[config.mk]
export PLATFORM = sky130hd
export DESIGN_NAME = keyvalue_initiator_flat
export DESIGN_NICKNAME = d
export VERILOG_FILES = /design/src/rtl/keyvalue_pkg.sv /design/src/rtl/keyvalue_initiator_if.sv /design/src/rtl/keyvalue_timeout_ctr.sv /design/src/rtl/keyvalue_initiator.sv /design/src/flat_wrapper.sv
export SDC_FILE = /design/constraint.sdc
export NUM_CORES = 1
export LEC_CHECK = 0
export CAP_MARGIN = 5
export CORE_UTILIZATION = 47
export CTS_CLUSTER_DIAMETER = 80
export CTS_CLUSTER_SIZE = 24
export DETAILED_ROUTE_END_ITERATION = 10
export PLACE_DENSITY = 0.86
export SYNTH_ARGS = -nofsm -noshare
export SYNTH_HDL_FRONTEND = slang
export SYNTH_SLANG_ARGS = --single-unit
[constraint.sdc]
create_clock -name sys_clk -period 3.2 [get_ports sys_clk]
set_clock_uncertainty 0.05 [all_clocks]
set_input_delay 0.64 -clock sys_clk [delete_from_list [all_inputs] [get_ports sys_clk]]
set_output_delay 0.64 -clock sys_clk [all_outputs]
set_load 0.02 [all_outputs]
[src/rtl/keyvalue_pkg.sv]
// Shared types and constants for the keyvalue initiator and its neighbours.
// Optional statistics are enabled with KEYVALUE_INITIATOR_STATS_EN.
package keyvalue_pkg;

  localparam int         KV_DW         = 8;
  localparam int         KV_SLOTS      = 12;
  localparam logic [3:0] KV_SEL_ALL    = 4'hF;
  localparam int         KV_INSERT_ADR = 0;

  typedef enum logic [1:0] {
    IDLE  = 2'd0,
    REQ   = 2'd1,
    RSP   = 2'd2,
    ABORT = 2'd3
  } kvi_state_t;

endpackage

[src/rtl/keyvalue_initiator_if.sv]
// Command/response stream plus keyvalue slave bus. The master modport is the
// initiator side; the slave modport is the host-and-store environment side.
interface keyvalue_initiator_if
  import keyvalue_pkg::*;
#(
  parameter int DW = KV_DW
);

  // valid/ready: a transfer happens on a clock edge where both are high;
  // valid holds its payload stable until then, ready may toggle freely.
  logic          cmd_valid;
  logic          cmd_ready;
  logic          cmd_we;
  logic [DW-1:0] cmd_adr;
  logic [DW-1:0] cmd_key;
  logic [DW-1:0] cmd_dat;

  logic          rsp_valid;
  logic          rsp_ready;
  logic [DW-1:0] rsp_dat;
  logic          rsp_timeout;

  logic [DW-1:0] KEY_o;
  logic [DW-1:0] ADR_o;
  logic [DW-1:0] DAT_o;
  logic          WE_o;
  logic          STB_o;
  logic          CYC_o;
  logic [3:0]    SEL_o;
  logic          RESET_o;
  logic          ACK_i;
  logic          STALL_i;
  logic [DW-1:0] DAT_i;

  modport master (
    input  cmd_valid, cmd_we, cmd_adr, cmd_key, cmd_dat, rsp_ready,
    input  ACK_i, STALL_i, DAT_i,
    output cmd_ready, rsp_valid, rsp_dat, rsp_timeout,
    output KEY_o, ADR_o, DAT_o, WE_o, STB_o, CYC_o, SEL_o, RESET_o
  );

  modport slave (
    output cmd_valid, cmd_we, cmd_adr, cmd_key, cmd_dat, rsp_ready,
    output ACK_i, STALL_i, DAT_i,
    input  cmd_ready, rsp_valid, rsp_dat, rsp_timeout,
    input  KEY_o, ADR_o, DAT_o, WE_o, STB_o, CYC_o, SEL_o, RESET_o
  );

endinterface

[src/rtl/keyvalue_timeout_ctr.sv]
// Clearable up-counter that parks at TIMEOUT-1 and flags the terminal count,
// so it can never wrap while a request is outstanding.
module keyvalue_timeout_ctr #(
  parameter int CNT_W   = 16,
  parameter int TIMEOUT = 64
) (
  input  logic clk_i,
  input  logic rst_ni,
  input  logic clear_i,
  input  logic enable_i,
  output logic tc_o
);

  localparam logic [CNT_W-1:0] TC_VAL = CNT_W'(TIMEOUT - 1);

  logic [CNT_W-1:0] count_q;
  logic [CNT_W-1:0] count_d;

  assign tc_o = (count_q == TC_VAL);

  always_comb begin
    count_d = count_q;
    if (clear_i) begin
      count_d = '0;
    end else if (enable_i && !tc_o) begin
      count_d = count_q + 1'b1;
    end
  end

  always_ff @(posedge clk_i) begin
    if (!rst_ni) begin
      count_q <= '0;
    end else begin
      count_q <= count_d;
    end
  end

endmodule

[src/rtl/keyvalue_initiator.sv]
// Single-beat bus initiator for the keyvalue store with lookup-miss timeout.
// Define KEYVALUE_INITIATOR_STATS_EN to add the stat_ops/stat_timeouts counters.
module keyvalue_initiator
  import keyvalue_pkg::*;
#(
  parameter int DW      = KV_DW,
  parameter int TIMEOUT = 64,
  parameter int CNT_W   = 16
) (
  input  logic                 sys_clk,
  input  logic                 sys_rst_n,
  keyvalue_initiator_if.master bus,
`ifdef KEYVALUE_INITIATOR_STATS_EN
  output logic [CNT_W-1:0]     stat_ops,
  output logic [CNT_W-1:0]     stat_timeouts,
`endif
  output kvi_state_t           dbg_state_o
);

  kvi_state_t    state_q, state_d;
  logic [DW-1:0] key_q, adr_q, dat_q;
  logic          we_q;
  logic [DW-1:0] rsp_dat_q;
  logic          rsp_to_q;
  logic          cmd_ready_w;
  logic          accept;
  logic          tc;
  logic          ack_in_req;
  logic          timeout_hit;

  assign accept      = bus.cmd_valid && cmd_ready_w;
  assign ack_in_req  = (state_q == REQ) && bus.ACK_i;
  assign timeout_hit = (state_q == REQ) && !bus.ACK_i && tc;

  keyvalue_timeout_ctr #(
    .CNT_W   (CNT_W),
    .TIMEOUT (TIMEOUT)
  ) u_timer (
    .clk_i    (sys_clk),
    .rst_ni   (sys_rst_n),
    .clear_i  (accept),
    .enable_i ((state_q == REQ) && !bus.ACK_i),
    .tc_o     (tc)
  );

  always_ff @(posedge sys_clk) begin
    if (!sys_rst_n) begin
      state_q <= IDLE;
    end else begin
      state_q <= state_d;
    end
  end

  // ACK wins over a timeout that lands in the same cycle.
  always_comb begin
    state_d = state_q;
    case (state_q)
      IDLE:    if (accept) state_d = REQ;
      REQ: begin
        if (bus.ACK_i)  state_d = RSP;
        else if (tc)    state_d = ABORT;
      end
      ABORT:   state_d = RSP;
      RSP:     if (bus.rsp_ready) state_d = IDLE;
      default: state_d = IDLE;
    endcase
  end

  // A slave still driving ACK ignores STB, so launching is held off then.
  always_comb begin
    cmd_ready_w = (state_q == IDLE) && !bus.ACK_i && !bus.STALL_i;
    bus.cmd_ready = cmd_ready_w;
    bus.STB_o     = (state_q == REQ);
    bus.CYC_o     = (state_q == REQ);
    bus.RESET_o   = (state_q == ABORT);
    bus.rsp_valid = (state_q == RSP);
    bus.SEL_o     = KV_SEL_ALL;
    bus.KEY_o     = key_q;
    bus.ADR_o     = adr_q;
    bus.DAT_o     = dat_q;
    bus.WE_o      = we_q;
    bus.rsp_dat     = rsp_dat_q;
    bus.rsp_timeout = rsp_to_q;
    dbg_state_o   = state_q;
  end

  always_ff @(posedge sys_clk) begin
    if (!sys_rst_n) begin
      key_q     <= '0;
      adr_q     <= '0;
      dat_q     <= '0;
      we_q      <= 1'b0;
      rsp_dat_q <= '0;
      rsp_to_q  <= 1'b0;
    end else begin
      if (accept) begin
        key_q <= bus.cmd_key;
        adr_q <= bus.cmd_adr;
        dat_q <= bus.cmd_dat;
        we_q  <= bus.cmd_we;
      end
      if (ack_in_req) begin
        rsp_dat_q <= bus.DAT_i;
        rsp_to_q  <= 1'b0;
      end else if (state_q == ABORT) begin
        rsp_dat_q <= '0;
        rsp_to_q  <= 1'b1;
      end
    end
  end

`ifdef KEYVALUE_INITIATOR_STATS_EN
  logic [CNT_W-1:0] ops_q, tmo_q;

  always_ff @(posedge sys_clk) begin
    if (!sys_rst_n) begin
      ops_q <= '0;
      tmo_q <= '0;
    end else begin
      if (ack_in_req && (ops_q != '1))  ops_q <= ops_q + 1'b1;
      if (timeout_hit && (tmo_q != '1)) tmo_q <= tmo_q + 1'b1;
    end
  end

  assign stat_ops      = ops_q;
  assign stat_timeouts = tmo_q;
`else
  logic unused_stats;
  assign unused_stats = timeout_hit;
`endif

endmodule

[src/flat_wrapper.sv]
// flat-port wrapper written by rule: the top's interface ports become plain ports
module keyvalue_initiator_flat import keyvalue_pkg::*;
#(
  parameter int DW      = KV_DW,
  parameter int TIMEOUT = 64,
  parameter int CNT_W   = 16
)
  (sys_clk, sys_rst_n, dbg_state_o, bus_cmd_valid, bus_cmd_we, bus_cmd_adr, bus_cmd_key, bus_cmd_dat, bus_rsp_ready, bus_ACK_i, bus_STALL_i, bus_DAT_i, bus_cmd_ready, bus_rsp_valid, bus_rsp_dat, bus_rsp_timeout, bus_KEY_o, bus_ADR_o, bus_DAT_o, bus_WE_o, bus_STB_o, bus_CYC_o, bus_SEL_o, bus_RESET_o);
  keyvalue_initiator_if #(.DW(DW)) bus_i ();
  input  logic sys_clk;
  input  logic sys_rst_n;
  output kvi_state_t dbg_state_o;
  input wire logic [$bits(bus_i.cmd_valid)-1:0] bus_cmd_valid;
  input wire logic [$bits(bus_i.cmd_we)-1:0] bus_cmd_we;
  input wire logic [$bits(bus_i.cmd_adr)-1:0] bus_cmd_adr;
  input wire logic [$bits(bus_i.cmd_key)-1:0] bus_cmd_key;
  input wire logic [$bits(bus_i.cmd_dat)-1:0] bus_cmd_dat;
  input wire logic [$bits(bus_i.rsp_ready)-1:0] bus_rsp_ready;
  input wire logic [$bits(bus_i.ACK_i)-1:0] bus_ACK_i;
  input wire logic [$bits(bus_i.STALL_i)-1:0] bus_STALL_i;
  input wire logic [$bits(bus_i.DAT_i)-1:0] bus_DAT_i;
  output wire logic [$bits(bus_i.cmd_ready)-1:0] bus_cmd_ready;
  output wire logic [$bits(bus_i.rsp_valid)-1:0] bus_rsp_valid;
  output wire logic [$bits(bus_i.rsp_dat)-1:0] bus_rsp_dat;
  output wire logic [$bits(bus_i.rsp_timeout)-1:0] bus_rsp_timeout;
  output wire logic [$bits(bus_i.KEY_o)-1:0] bus_KEY_o;
  output wire logic [$bits(bus_i.ADR_o)-1:0] bus_ADR_o;
  output wire logic [$bits(bus_i.DAT_o)-1:0] bus_DAT_o;
  output wire logic [$bits(bus_i.WE_o)-1:0] bus_WE_o;
  output wire logic [$bits(bus_i.STB_o)-1:0] bus_STB_o;
  output wire logic [$bits(bus_i.CYC_o)-1:0] bus_CYC_o;
  output wire logic [$bits(bus_i.SEL_o)-1:0] bus_SEL_o;
  output wire logic [$bits(bus_i.RESET_o)-1:0] bus_RESET_o;
  assign bus_i.cmd_valid = bus_cmd_valid;
  assign bus_i.cmd_we = bus_cmd_we;
  assign bus_i.cmd_adr = bus_cmd_adr;
  assign bus_i.cmd_key = bus_cmd_key;
  assign bus_i.cmd_dat = bus_cmd_dat;
  assign bus_i.rsp_ready = bus_rsp_ready;
  assign bus_i.ACK_i = bus_ACK_i;
  assign bus_i.STALL_i = bus_STALL_i;
  assign bus_i.DAT_i = bus_DAT_i;
  assign bus_cmd_ready = bus_i.cmd_ready;
  assign bus_rsp_valid = bus_i.rsp_valid;
  assign bus_rsp_dat = bus_i.rsp_dat;
  assign bus_rsp_timeout = bus_i.rsp_timeout;
  assign bus_KEY_o = bus_i.KEY_o;
  assign bus_ADR_o = bus_i.ADR_o;
  assign bus_DAT_o = bus_i.DAT_o;
  assign bus_WE_o = bus_i.WE_o;
  assign bus_STB_o = bus_i.STB_o;
  assign bus_CYC_o = bus_i.CYC_o;
  assign bus_SEL_o = bus_i.SEL_o;
  assign bus_RESET_o = bus_i.RESET_o;
  keyvalue_initiator #(.DW(DW), .TIMEOUT(TIMEOUT), .CNT_W(CNT_W)) u_core (.sys_clk(sys_clk), .sys_rst_n(sys_rst_n), .bus(bus_i), .dbg_state_o(dbg_state_o));
endmodule
==> results of run 1 <==
## cell type report
class | instances | area [µm²] | share of cell area
Clock buffer | 6 | 82.6 | 0.0264
Clock inverter | 2 | 15.0 | 0.00480
Inverter | 10 | 37.5 | 0.0120
Multi-Input combinational cell | 196 | 1060 | 0.338
Sequential cell | 52 | 1040 | 0.333
Tap cell | 52 | 65.1 | 0.0208
Timing Repair Buffer | 84 | 828 | 0.265
## flip-flops by register name (all words and copies together), names as in the netlist
signal                  cells
u_core.dbg_state_o          2
u_core.bus.DAT_o            8
u_core.bus.rsp_dat          8
u_core.bus.WE_o             1
u_core.bus.rsp_timeout      1
u_core.u_timer.count_q     16
u_core.bus.ADR_o            8
u_core.bus.KEY_o            8
## cell usage in the layout (no fill, tap or decap), drive strengths merged, types with 7 or more instances in the layout
cell type	n
dfxtp	52
o22ai	7
a21oi	40
nand2	61
and2	11
clkdlybuf4s50	79
a2bb2oi	7
or3	8
o21ai	12
inv	10
## stage by stage
step / hold slack (ns) / area, µm²
after CTS: 0.409 / 3130
after global routing: 0.432 / 3130
final: 0.406 / 3130
after detailed placement: 0.396 / 3030
after floorplan: 0.393 / 2250
after global placement: 0.390 / 3030
## worst register-to-register path, cell delays in order (launching register included)
cell and delay [ns]:
dfxtp_1 0.73, nor4_4 0.14, a21o_1 0.37, or4_1 0.55
o21ai_1 0.08
## cells by family (layout without fill, tap and decap cells)
group                      Yosys count  count (layout)  share of synthesized area
and+or+nand+nor                    116             116                      0.264
AOI/OAI and AO/OA                   73              73                      0.187
DFF                                 52              52                      0.464
buffers and inverters               31             102                     0.0692
adders and majority gates            1               1                    0.00558
other                                1               4                    0.00167
xor gates and xnor gates             1               1                    0.00390
muxes                                1               1                    0.00446
## where the power goes
group	internal [mW]	switching, mW	leakage (nW)	total (mW)
logic	0.0905	0.0786	0.603	0.169
clock network	0.175	0.209	0.0434	0.384
registers	0.662	0.0117	0.421	0.673
total	0.927	0.299	1.07	1.23
## path summary, 6_finish.rpt
check / to / slack, ns / depth (start not counted)
min: u_core.bus.DAT_o[1]$_SDFFE_PN0P_ / 0.41 / 2
min reg2reg: u_core.bus.DAT_o[1]$_SDFFE_PN0P_ / 0.41 / 2
max reg2reg: u_core.u_timer.count_q[3]$_SDFFE_PP0P_ / 1.22 / 4
max: bus_cmd_ready / 0.42 / 3
## Yosys cell counts (4+ instances only)
library cell,count
nand2_1,60
dfxtp_1,52
a21oi_1,40
and2_1,10
inv_1,10
o21ai_0,10
clkbuf_1,9
or3_1,8
a2bb2oi_1,7
buf_4,7
o22ai_1,7
nand4_1,6
nor2_1,6
or4_1,5
buf_2,4
o31ai_1,4
## layer usage
metal | routed length, µm | global-route usage
met3 | 317 | 0.0684
met1 | 2410 | 0.278
met5 | 0 | 0
met2 | 2710 | 0.402
met4 | 66 | 0.0556
==> flow_summary_export.csv, run 1 <==
group,metric,value,unit
global_route,grt_overflow,0,
clocking,clock_sinks,52,
clocking,tritoncts.num_buffers,5,
drt,ant_nets,0,
drt,drt-pass1-iter-count,4,
clocking,clk_latency,0.30,ns
drt,drt-total-wl,5.51,mm
setup_path,reg2reg_from,"u_core.dbg_state_o[1]$_SDFFE_PN0P_",
power,power_leakage,1.07,nW
sta,finalHoldViolations,0,
setup_path,cp_slowest_cell,"clkdlybuf4s50_1",
setup_path,cpPeakStageDelay,0.67,ns
global_route,grt_max_degree,31,
synthesis,synthFlopType,"dfxtp_1",
setup_path,crit_path_start_kind,"input port",
global_route,grt_use_total,0.230,
drt,vias,2198,
setup_path,crit_required,2.51,ns
setup_path,worst_path_most_repeated_cell,"clkdlybuf4s50_1",
drt,drt_iter0_drc,130,
placed_design,dp_cells,394,
sta,grt_setup_unrepaired,"false",
synthesis,synth_warnings,0,
synthesis,ys_types,36,
layout,num-fill-cells,347,
floorplan,start_util,0.501,
clocking,postCtsSetupRepairBufs,0,
synthesis,yosysTopAreaCell,"dfxtp_1",
sta,report.final.slew_viol_count,0,
synthesis,synthCells,276,
sta,fin_ws,0.418,ns
sta,setup_viol,0,
min_path,hold_class,"flop to flop",
clocking,cts_root_buf,"clkbuf_8",
placed_design,place_congestion,0.820,
outcome,status,"complete, no violations",
synthesis,ys_top_cells_by_area,"dfxtp_1, nand2_1, a21oi_1",
sta,worst_slew_pin_slew,0.634,ns
floorplan,rows,24,
placed_design,portBuffers,79,
synthesis,synth-seq-area-share,0.464,
setup_path,path_buf_inv,2,
floorplan,core_region_area,4470,µm²
power,power_per_cell_area,392,nW/µm²
synthesis,netlist_area,2240,µm²
setup_path,cp_top_family,"buffers and inverters",
drt,wl_per_cell,13.7,µm
synthesis,synth_edf_count,0,
layout,postLayoutCoreUtil,0.699,
setup_path,path_class,"input port to primary output",
clocking,htree_levels,2,
drt,route.detailed.drc,0,
synthesis,async_flop_share,0,
flow_run,timing.max_cap.violations,0,
placed_design,hpwl,3.85,mm
global_route,grt_pass1_wl,9.32,mm
clocking,hold_buffers,0,
floorplan,io_pins,84,
layout,drive_above_1_share,0.0457,
clocking,cts-resized-gates,0,
synthesis,syn_avg_cell_area,8.13,µm²
sta,max_freq,359,MHz
sta,min_period_over_period,0.869,
floorplan,die-height,71.1,µm
global_route,grt_pass1_vias,2128,
setup_path,crit_chain,"clkdlybuf4s50_1, nor4_4, clkdlybuf4s50_1",
synthesis,ys_ff_latch,52,
layout,stdcell_count,402,
setup_path,critPathMaxFanout,5,
floorplan,die_w,71.1,µm
power,p_total,1.23,mW
placed_design,preCtsSetupSlack,0.402,ns
setup_path,critPathArrivalTime,2.09,ns
sta,final.min_clock_period,2.78,ns
layout,syn_to_final_growth,39.4,%
layout,antenna_cells,0,
synthesis,synth_top_area_frac,0.464,
clocking,clock_path_buffers,2,
sta,slew_headroom,0.577,
drt,vias_per_cell,5.47,
layout,nets,389,
clocking,path_clk_slew,0.08,ns
min_path,hold_start,"u_core.bus.DAT_o[1]$_SDFFE_PN0P_",
global_route,antenna_found_initial,0,
setup_path,critPathLaunch,"bus_ACK_i",
setup_path,end_kind,"primary output",
sta,fin_setup_tns,0,ns
power,irDropWorstVdd,0.316,mV
floorplan,dieArea,5050,µm²
clocking,cts_tree,"yes",
(Power assumes the default switching activity.)
==> run 2, diff against run 1 <==
--- a/config.mk
+++ b/config.mk
@@ -10,6 +10,7 @@
 export CTS_CLUSTER_DIAMETER = 80
 export CTS_CLUSTER_SIZE = 24
 export DETAILED_ROUTE_END_ITERATION = 10
+export HOLD_SLACK_MARGIN = 0.03
 export PLACE_DENSITY = 0.86
 export SYNTH_ARGS = -nofsm -noshare
 export SYNTH_HDL_FRONTEND = slang
==> results of run 2 <==
Final layout, timing and power as in run 1 (identical DEF).
==> run 3, diff against run 2 <==
--- a/config.mk
+++ b/config.mk
@@ -15,3 +15,4 @@
 export SYNTH_ARGS = -nofsm -noshare
 export SYNTH_HDL_FRONTEND = slang
 export SYNTH_SLANG_ARGS = --single-unit
+export TNS_END_PERCENT = 1
==> results of run 3 <==
Final layout, timing and power as in run 1 (identical DEF).
